===== src/rtl/touch_scan_ctrl.sv =====
// Touch panel ADC sequencer: debounces pen-down, alternates X/Y conversion
// requests to the SPI master, averages 2^AVG_LOG2 pairs and publishes them.
module touch_scan_ctrl #(
   parameter int         DEBOUNCE_CYC = 1024,
   parameter int         GAP_CYC      = 4096,
   parameter int         AVG_LOG2     = 2,
   parameter int         TIMEOUT_CYC  = 8191,
   parameter logic [7:0] CMD_X        = 8'hD0,
   parameter logic [7:0] CMD_Y        = 8'h90
) (
   input  logic        sys_clk,
   input  logic        iRST,
   input  logic        penirq_n,
   input  logic        adc_ack,
   input  logic [11:0] adc_data,
   output logic        adc_req,
   output logic [7:0]  adc_cmd,
   output logic [7:0]  x_in,
   output logic [9:0]  y_in,
   output logic        new_coord_r,
   output logic        transmit_en,
   output logic        adc_timeout
);

   localparam int ACC_W = 12 + AVG_LOG2;
   localparam int SMP_W = AVG_LOG2 + 1;
   localparam int DEB_W = $clog2(DEBOUNCE_CYC + 1);
   localparam int GAP_W = $clog2(GAP_CYC + 1);
   localparam int TMO_W = $clog2(TIMEOUT_CYC + 1);

   localparam logic [SMP_W-1:0] SMP_LAST = SMP_W'((1 << AVG_LOG2) - 1);
   localparam logic [DEB_W-1:0] DEB_LAST = DEB_W'(DEBOUNCE_CYC - 1);
   localparam logic [GAP_W-1:0] GAP_LAST = GAP_W'(GAP_CYC - 1);
   localparam logic [TMO_W-1:0] TMO_LAST = TMO_W'(TIMEOUT_CYC - 1);

   typedef enum logic [2:0] {
      IDLE,
      DEBOUNCE,
      REQ_X,
      REQ_Y,
      PUBLISH,
      GAP,
      RELEASE
   } state_t;

   state_t             state;
   logic               pen_meta;
   logic               pen;
   logic [DEB_W-1:0]   deb_cnt;
   logic [GAP_W-1:0]   gap_cnt;
   logic [TMO_W-1:0]   tmo_cnt;
   logic [SMP_W-1:0]   smp_cnt;
   logic [ACC_W-1:0]   acc_x;
   logic [ACC_W-1:0]   acc_y;

   always_ff @(posedge sys_clk) begin
      if (iRST) begin
         pen_meta <= 1'b0;
         pen      <= 1'b0;
      end else begin
         pen_meta <= ~penirq_n;
         pen      <= pen_meta;
      end
   end

   // The pen sample taken in IDLE counts as the first debounce cycle.
   always_ff @(posedge sys_clk) begin
      if (iRST) begin
         state       <= IDLE;
         deb_cnt     <= '0;
         gap_cnt     <= '0;
         tmo_cnt     <= '0;
         smp_cnt     <= '0;
         acc_x       <= '0;
         acc_y       <= '0;
         adc_req     <= 1'b0;
         adc_cmd     <= 8'h00;
         x_in        <= 8'h00;
         y_in        <= 10'h000;
         new_coord_r <= 1'b0;
         transmit_en <= 1'b0;
         adc_timeout <= 1'b0;
      end else begin
         new_coord_r <= 1'b0;
         adc_timeout <= 1'b0;
         case (state)
            IDLE: begin
               if (pen) begin
                  deb_cnt <= DEB_W'(1);
                  state   <= DEBOUNCE;
               end
            end
            DEBOUNCE: begin
               if (!pen) begin
                  state <= IDLE;
               end else if (deb_cnt == DEB_LAST) begin
                  acc_x   <= '0;
                  acc_y   <= '0;
                  smp_cnt <= '0;
                  tmo_cnt <= '0;
                  adc_req <= 1'b1;
                  adc_cmd <= CMD_X;
                  state   <= REQ_X;
               end else begin
                  deb_cnt <= deb_cnt + 1'b1;
               end
            end
            // An ack is only honoured while a request is outstanding; it beats the timeout.
            REQ_X, REQ_Y: begin
               if (!adc_req) begin
                  adc_req <= 1'b1;
                  tmo_cnt <= '0;
               end else if (adc_ack) begin
                  adc_req <= 1'b0;
                  if (state == REQ_X) begin
                     acc_x   <= acc_x + ACC_W'(adc_data);
                     adc_cmd <= CMD_Y;
                     state   <= REQ_Y;
                  end else begin
                     acc_y   <= acc_y + ACC_W'(adc_data);
                     smp_cnt <= smp_cnt + 1'b1;
                     if (smp_cnt == SMP_LAST) begin
                        state <= PUBLISH;
                     end else begin
                        adc_cmd <= CMD_X;
                        state   <= REQ_X;
                     end
                  end
               end else if (tmo_cnt == TMO_LAST) begin
                  adc_req     <= 1'b0;
                  adc_timeout <= 1'b1;
                  transmit_en <= 1'b0;
                  acc_x       <= '0;
                  acc_y       <= '0;
                  smp_cnt     <= '0;
                  state       <= IDLE;
               end else begin
                  tmo_cnt <= tmo_cnt + 1'b1;
               end
            end
            // Averaging and scaling collapse into a single slice of the top accumulator bits.
            PUBLISH: begin
               x_in        <= acc_x[ACC_W-1 -: 8];
               y_in        <= acc_y[ACC_W-1 -: 10];
               new_coord_r <= 1'b1;
               transmit_en <= 1'b1;
               gap_cnt     <= '0;
               state       <= GAP;
            end
            GAP: begin
               if (!pen) begin
                  state <= RELEASE;
               end else if (gap_cnt == GAP_LAST) begin
                  acc_x   <= '0;
                  acc_y   <= '0;
                  smp_cnt <= '0;
                  tmo_cnt <= '0;
                  adc_req <= 1'b1;
                  adc_cmd <= CMD_X;
                  state   <= REQ_X;
               end else begin
                  gap_cnt <= gap_cnt + 1'b1;
               end
            end
            RELEASE: begin
               transmit_en <= 1'b0;
               state       <= IDLE;
            end
            default: begin
               state <= IDLE;
            end
         endcase
      end
   end

endmodule


===== config.mk =====
export PLATFORM = sky130hd
export DESIGN_NAME = touch_scan_ctrl
export DESIGN_NICKNAME = d
export VERILOG_FILES = /design/src/rtl/touch_scan_ctrl.sv
export SDC_FILE = /design/constraint.sdc
export NUM_CORES = 1
export LEC_CHECK = 0
export CORE_ASPECT_RATIO = 0.8
export CORE_MARGIN = 3
export CORE_UTILIZATION = 55
export DETAILED_ROUTE_END_ITERATION = 8
export GPL_TIMING_DRIVEN = 0
export PLACE_DENSITY = 0.76
export SYNTH_ARGS = -nofsm -noshare
export SYNTH_HDL_FRONTEND = slang
export SYNTH_SLANG_ARGS = --single-unit

===== constraint.sdc =====
create_clock -name sys_clk -period 2.75 [get_ports sys_clk]
set_clock_uncertainty 0.15 [all_clocks]
set_input_delay 0.4125 -clock sys_clk [delete_from_list [all_inputs] [get_ports sys_clk]]
set_output_delay 0.4125 -clock sys_clk [all_outputs]
set_load 0.02 [all_outputs]

==> results of run 1 <==
kinds of logic (layout without fill, tap and decap cells):
logic type	Yosys count	in the layout	share of synthesized area [%]
mux	9	9	1.70
other cells	1	5	0.0706
xor+xnor	28	28	4.62
simple gates	254	254	23.4
buf+inv	47	105	3.98
fa+ha+maj	32	32	7.82
compound gates	169	169	21.8
flops	97	97	36.6
cell usage after synthesis, types with 8 or more instances:
master	count
o31ai_1	9
o21ai_0	31
nor2_1	63
nand4_1	12
a21o_1	8
xor2_1	21
dfxtp_1	97
a32o_1	13
inv_1	18
and3_1	17
a21oi_1	51
mux2i_1	9
clkbuf_1	16
nand3_1	25
ha_1	30
nand2_1	84
final timing paths:
check	end	slack [ns]
setup / recovery	acc_y[13]	0.09
hold / removal	gap_cnt[12]	0.30
setup reg to reg	tmo_cnt[9]	0.18
hold reg to reg	gap_cnt[12]	0.30
flip-flops by register name (all words and copies together), names as in the netlist:
| name | cells |
|---|---|
| smp_cnt | 3 |
| adc_timeout | 1 |
| adc_cmd | 2 |
| gap_cnt | 13 |
| acc_y | 14 |
| adc_req | 1 |
| tmo_cnt | 13 |
| y_in | 10 |
| x_in | 8 |
| state | 3 |
| new_coord_r | 1 |
| pen | 1 |
| transmit_en | 1 |
| deb_cnt | 11 |
| acc_x | 14 |
| pen_meta | 1 |
area by class of cell:
type | count | area (sq um) | area share (%)
buffer | 29 | 148 | 2.37
clock buffer | 14 | 254 | 4.08
clock inverter | 2 | 37.5 | 0.603
inverter | 18 | 67.6 | 1.08
multi-input combinational | 497 | 3220 | 51.7
sequential | 97 | 1940 | 31.2
tap | 115 | 144 | 2.31
timing repair buffer | 42 | 413 | 6.63
per-stage QoR:
stage | total power [uW] | cells
after floorplan | 1600 | 641
after global placement | 1670 | 795
after detailed placement | 1680 | 795
after CTS | 2910 | 811
after global routing | 3010 | 814
final | 2910 | 814
cells in the final DEF (no fill, tap or decap), types with 7 or more instances in the layout:
cell             count
a21o_1               8
a21oi_1             49
a32o_1              13
and3_1              17
buf_4                9
clkbuf_1            19
clkbuf_16            9
clkdlybuf4s50_1     39
dfxtp_1             97
ha_1                28
inv_1               18
mux2i_1              9
nand2_1             84
nand2b_1             7
nand3_1             25
nand4_1             12
nor2_1              63
o21ai_0             30
o31ai_1              8
xnor2_1              7
xor2_1              21
power by group through the flow:
stage          Combinational, uW  Clock, uW  Sequential (uW)
2_1_floorplan                153          0             1450
3_3_place_gp                 225          0             1450
3_5_place_dp                 231          0             1450
4_1_cts                      232       1260             1420
5_1_grt                      271       1320             1420
6_report                     247       1240             1420
critical path: stages:
cell and delay [ns]:
clkdlybuf4s50_1 0.52, ha_1 0.42, and3_1 0.24, and3_1 0.19, a211o_1 0.30, o31a_1 0.28
o211ai_1 0.21, mux2i_1 0.21
repair_timing:
action                     4_1_cts  5_1_grt
resized for setup                0       17
buffers inserted                 0        3
setup endpoints to repair        0       23
hold endpoints to repair         0        0
layer usage:
layer | track usage (%) | up-vias | share of wire [%]
li1 | - | 2414 | -
met1 | 38.1 | 2302 | 49
met2 | 38.9 | 162 | 44
met3 | 5.15 | 14 | 6.3
met4 | 4.83 | 0 | 0.91
met5 | 0 | - | 0
==> run metrics, run 1 <==
final worst slack 0.0922 ns; Die W 116 microns; Setup Viol. Count Final 0; Hold Slack 0.298 ns; DP Area 5860 sq um; sequential fraction of the synthesis area 36.6%; Via Count 4,892; power density over the cells 467 nW/um^2; DRC marker count from the first detailed-route iteration 367; Async SR Flop Fraction 0%; Seq pwr share between 40% and 50%; VDD IR-drop max about 0.38 mV; post-synthesis cell count 637; remaining antenna violation count 0; Final Util 67.5%; Net Sw Power 667 uW; die area 10,900 sq um; initial core utilization 57.5%; final wirelength 13,400 microns; CTS root buf clkbuf_16; status finished clean; antenna cells 0; Final min period 2.66 ns; CTS tree done; Detailed Place HPWL 9890 microns; Final period util 96.6%; Synth area leaders dfxtp_1, ha_1, nand2_1; first-pass GRT wire length about 22,000 microns; Max-cap violations 0; pre-CTS setup slack -0.288 ns; ys flop type dfxtp_1; crit path launch adc_data[7]; input/output buffers 39; number of fill cells in the layout 805; switch share 23.0%; number of global-route vias before repair between 4,000 and 5,000; Hold Crit Depth 2; Post-CTS Hold Buffers 0; grt total ovfl 0; Comb pwr share 8.5%; Yosys warning total 0; htree depth 3; R2R depth 8; DR WL/cell 16.4 microns; HP Class flip-flop to flip-flop; pins over their slew limit 0; critical path class input port to flip-flop; FF+latch count, synth 97; RSZ-0062 raised after global routing true; final net count 742; FP Rows 31; Worst-Skew Late Latency 0.34 ns; EDFF count, synth 0; top-level port count 46; Achievable Freq ~380 MHz; final hold violations 0; cell area after layout 6230 sq um; CORE AREA 9230 sq um; syn avg cell area 8.34 sq um; Yosys top cell area share a little over a third; startpoint class of the critical path input port; Min-Delay Startpoint gap_cnt[12]; die height 93.9 microns; Residual DRC 0; setup_tns 0 ns; Slew @ Worst Pin 0.861 ns; Worst Path Max Fanout 5; largest net degree at the start of global routing 15; CP required 2.87 ns; Layout area overhead 17.3%; Leak ~0.0024 uW; post-synth top area cell dfxtp_1; Slew headroom 42.1%; initial antenna violation count 0; Clock power frac 42.7%; Vias/cell around 6.0; CTS max path bufs 2; Pint 2240 uW; critical path arrival 2.78 ns; critical path capture point type flip-flop; R2R Path Start gap_cnt[0]; total CTS buffers 9; Netlist cell types 65; Clock transition at path regs 0.06 ns; gr usage total 25.7%; post-synthesis cell area approximately 5300 sq um; fraction of layout cells with a size suffix above 1 between 7 and 8%; clk sink count 97; DR pass1 iterations 7; Final GP Congestion 0.915
No activity file was read; power rests on OpenSTA's default activity.
==> run 2, diff against run 1 <==
CORE_ASPECT_RATIO = 1.1   (was 0.8)
==> run 2 against run 1 <==
- sequential share of layout area is 0.67 points higher
- register-to-register slack got worse by 0.03 ns
- via count fell by 0.88%
- first-iteration DRC count shrank 35%
- global-route usage down 1.2 points
- clock-buffer cell count is 3 lower
- maximum frequency up 0.31%
- worst setup slack improved by 0.0083 ns
- flip-flop and latch count is the same
- critical endpoint unchanged
==> run metrics, run 2 (synthesized netlist as in run 1, its figures left out) <==
CP max stage cell clkdlybuf4s50_1; Worst-Skew Late Latency 0.37 ns; Seq pwr share 52.2%; critical path arrival about 2.8 ns; grt total ovfl 0; htree depth 3; RSZ-0062 raised after global routing false; Layout area overhead 14.8%; initial core utilization about three fifths; DR WL/cell 16.1 microns; Die W between 90 and 100 microns; Pint 2060 uW; Worst Path Max Fanout 3; status finished clean; Detailed Place HPWL 9660 microns; gr usage total 24.6%; largest registers acc_x x14, acc_y x14; clk sink count just under 100; FP Rows 36; Max-cap violations 0; Vias/cell roughly 6.0; Final min period approximately 2.6 ns; first-pass GRT wire length between 20,000 and 25,000 microns; CORE AREA 9140 sq um; final hold violations 0; startpoint class of the critical path input port; switch share ~24%; power density over the cells roughly 440 nW/um^2; Final period util 96.3%; Slew headroom 44.8%; CTS max path bufs 2; Slew @ Worst Pin about 0.8 ns; number of global-route vias before repair 4,705; DRC marker count from the first detailed-route iteration 239; largest net degree at the start of global routing 16; Clock power frac 39.1%; final worst slack 0.100 ns; dpl cells just under 800; most frequent cells in the layout dfxtp_1, nand2_1, nor2_1, a21oi_1, clkdlybuf4s50_1; remaining antenna violation count 0; post-CTS resize count 0; pre-CTS setup slack -0.337 ns; CP Cell Sequence clkdlybuf4s50_1, ha_1, a211oi_2, o21bai_1, a211o_1, o31a_1, o211ai_1, mux2i_1; total CTS buffers 9; commonest non-fill, non-tap cell in the layout dfxtp_1; DR pass1 iterations 5; input/output buffers 39; initial antenna violation count 0; die area 10,900 sq um; # Post-CTS Setup Buffers 0; top-level port count between 40 and 50; Final GP Congestion 0.917; Setup Viol. Count Final 0; antenna cells 0; number of fill cells in the layout 781; final net count 739; Finished Layout Cells 810; R2R depth 8; final wirelength 13,000 microns; Leak 0.00239 uW; CTS tree done; pins over their slew limit 0; Via Count 4,849; Comb pwr share under 10%; CP required 2.90 ns; Clock transition at path regs 0.09 ns; Residual DRC 0; die height 109 microns; Hold Crit Depth 1; VDD IR-drop max 0.191 mV; critical path class input port to flip-flop; Achievable Freq roughly 380 MHz; CTS root buf clkbuf_8; critical path capture point type flip-flop; Net Sw Power 654 uW; Post-CTS Hold Buffers 0; HP Class flip-flop to flip-flop; fraction of layout cells with a size suffix above 1 6.32%; slowest cell delay on critical path 0.47 ns
run 2: cell types whose count changed in the layout (fill, tap and decap cells not counted), moves of 2 or more:
cell,before,now
clkbuf_8,1,11
clkbuf_16,9,0
clkbuf_1,19,15
buf_4,9,6
a21oi_1,49,51
a21oi_2,2,0
clkinv_2,0,2
ha_1,28,30
ha_2,2,0
run 2: path summary, 6_finish.rpt:
check	to	slack [ns]	from
setup / recovery	acc_y[13]	0.10	adc_data[1]
hold / removal	pen	0.30	pen_meta
setup reg to reg	acc_x[0]	0.15	tmo_cnt[1]
hold reg to reg	pen	0.30	pen_meta
run 2: area by class of cell:
class | count | area (sq um) | area share (%)
well taps | 114 | 143 | 2.34
plain buffers | 29 | 145 | 2.38
multi-input cells | 497 | 3180 | 52.2
inverters | 18 | 67.6 | 1.11
clock inverters | 5 | 77.6 | 1.27
repair buffers | 39 | 390 | 6.40
flip-flops and latches | 97 | 1940 | 31.8
clock buffers | 11 | 151 | 2.48
run 2: layer usage:
| metal | part of all wire (%) | global-route usage [%] | vias to the layer above |
|---|---|---|---|
| met5 | 0 | 0 | - |
| met4 | 4.0 | 13.0 | 0 |
| met3 | 5.3 | 2.88 | 34 |
| met2 | 50 | 44.0 | 142 |
| met1 | 41 | 28.6 | 2264 |
| li1 | - | - | 2409 |
run 2: per-stage QoR:
step / hold slack [ns] / instance area (sq um) / power, uW / TNS [ns] / util (%)
final: 0.296 / 6100 / 2710 / 0 / 66.7
after global routing: 0.317 / 6100 / 2800 / 0 / 66.7
after CTS: 0.299 / 6090 / 2720 / 0 / 66.6
after detailed placement: 0.278 / 5860 / 1680 / -1.79 / 64.1
after global placement: 0.266 / 5860 / 1670 / -1.13 / 64.1
after floorplan: 0.257 / 5330 / 1600 / 0 / -
run 2: power by group through the flow:
| stage | clock, uW | sequential (uW) | combinational [uW] |
|---|---|---|---|
| global placement | 0 | 1450 | 224 |
| floorplan | 0 | 1450 | 153 |
| CTS | 1080 | 1420 | 231 |
| finish | 1060 | 1420 | 234 |
| global route | 1130 | 1420 | 257 |
| detailed placement | 0 | 1450 | 229 |
run 2: critical path, delay by kind of cell:
kind                       cells  cell delay, ns
AOI/OAI and AO/OA              5            1.36
buffers and inverters          1            0.47
adders and majority gates      1            0.36
muxes                          1            0.21
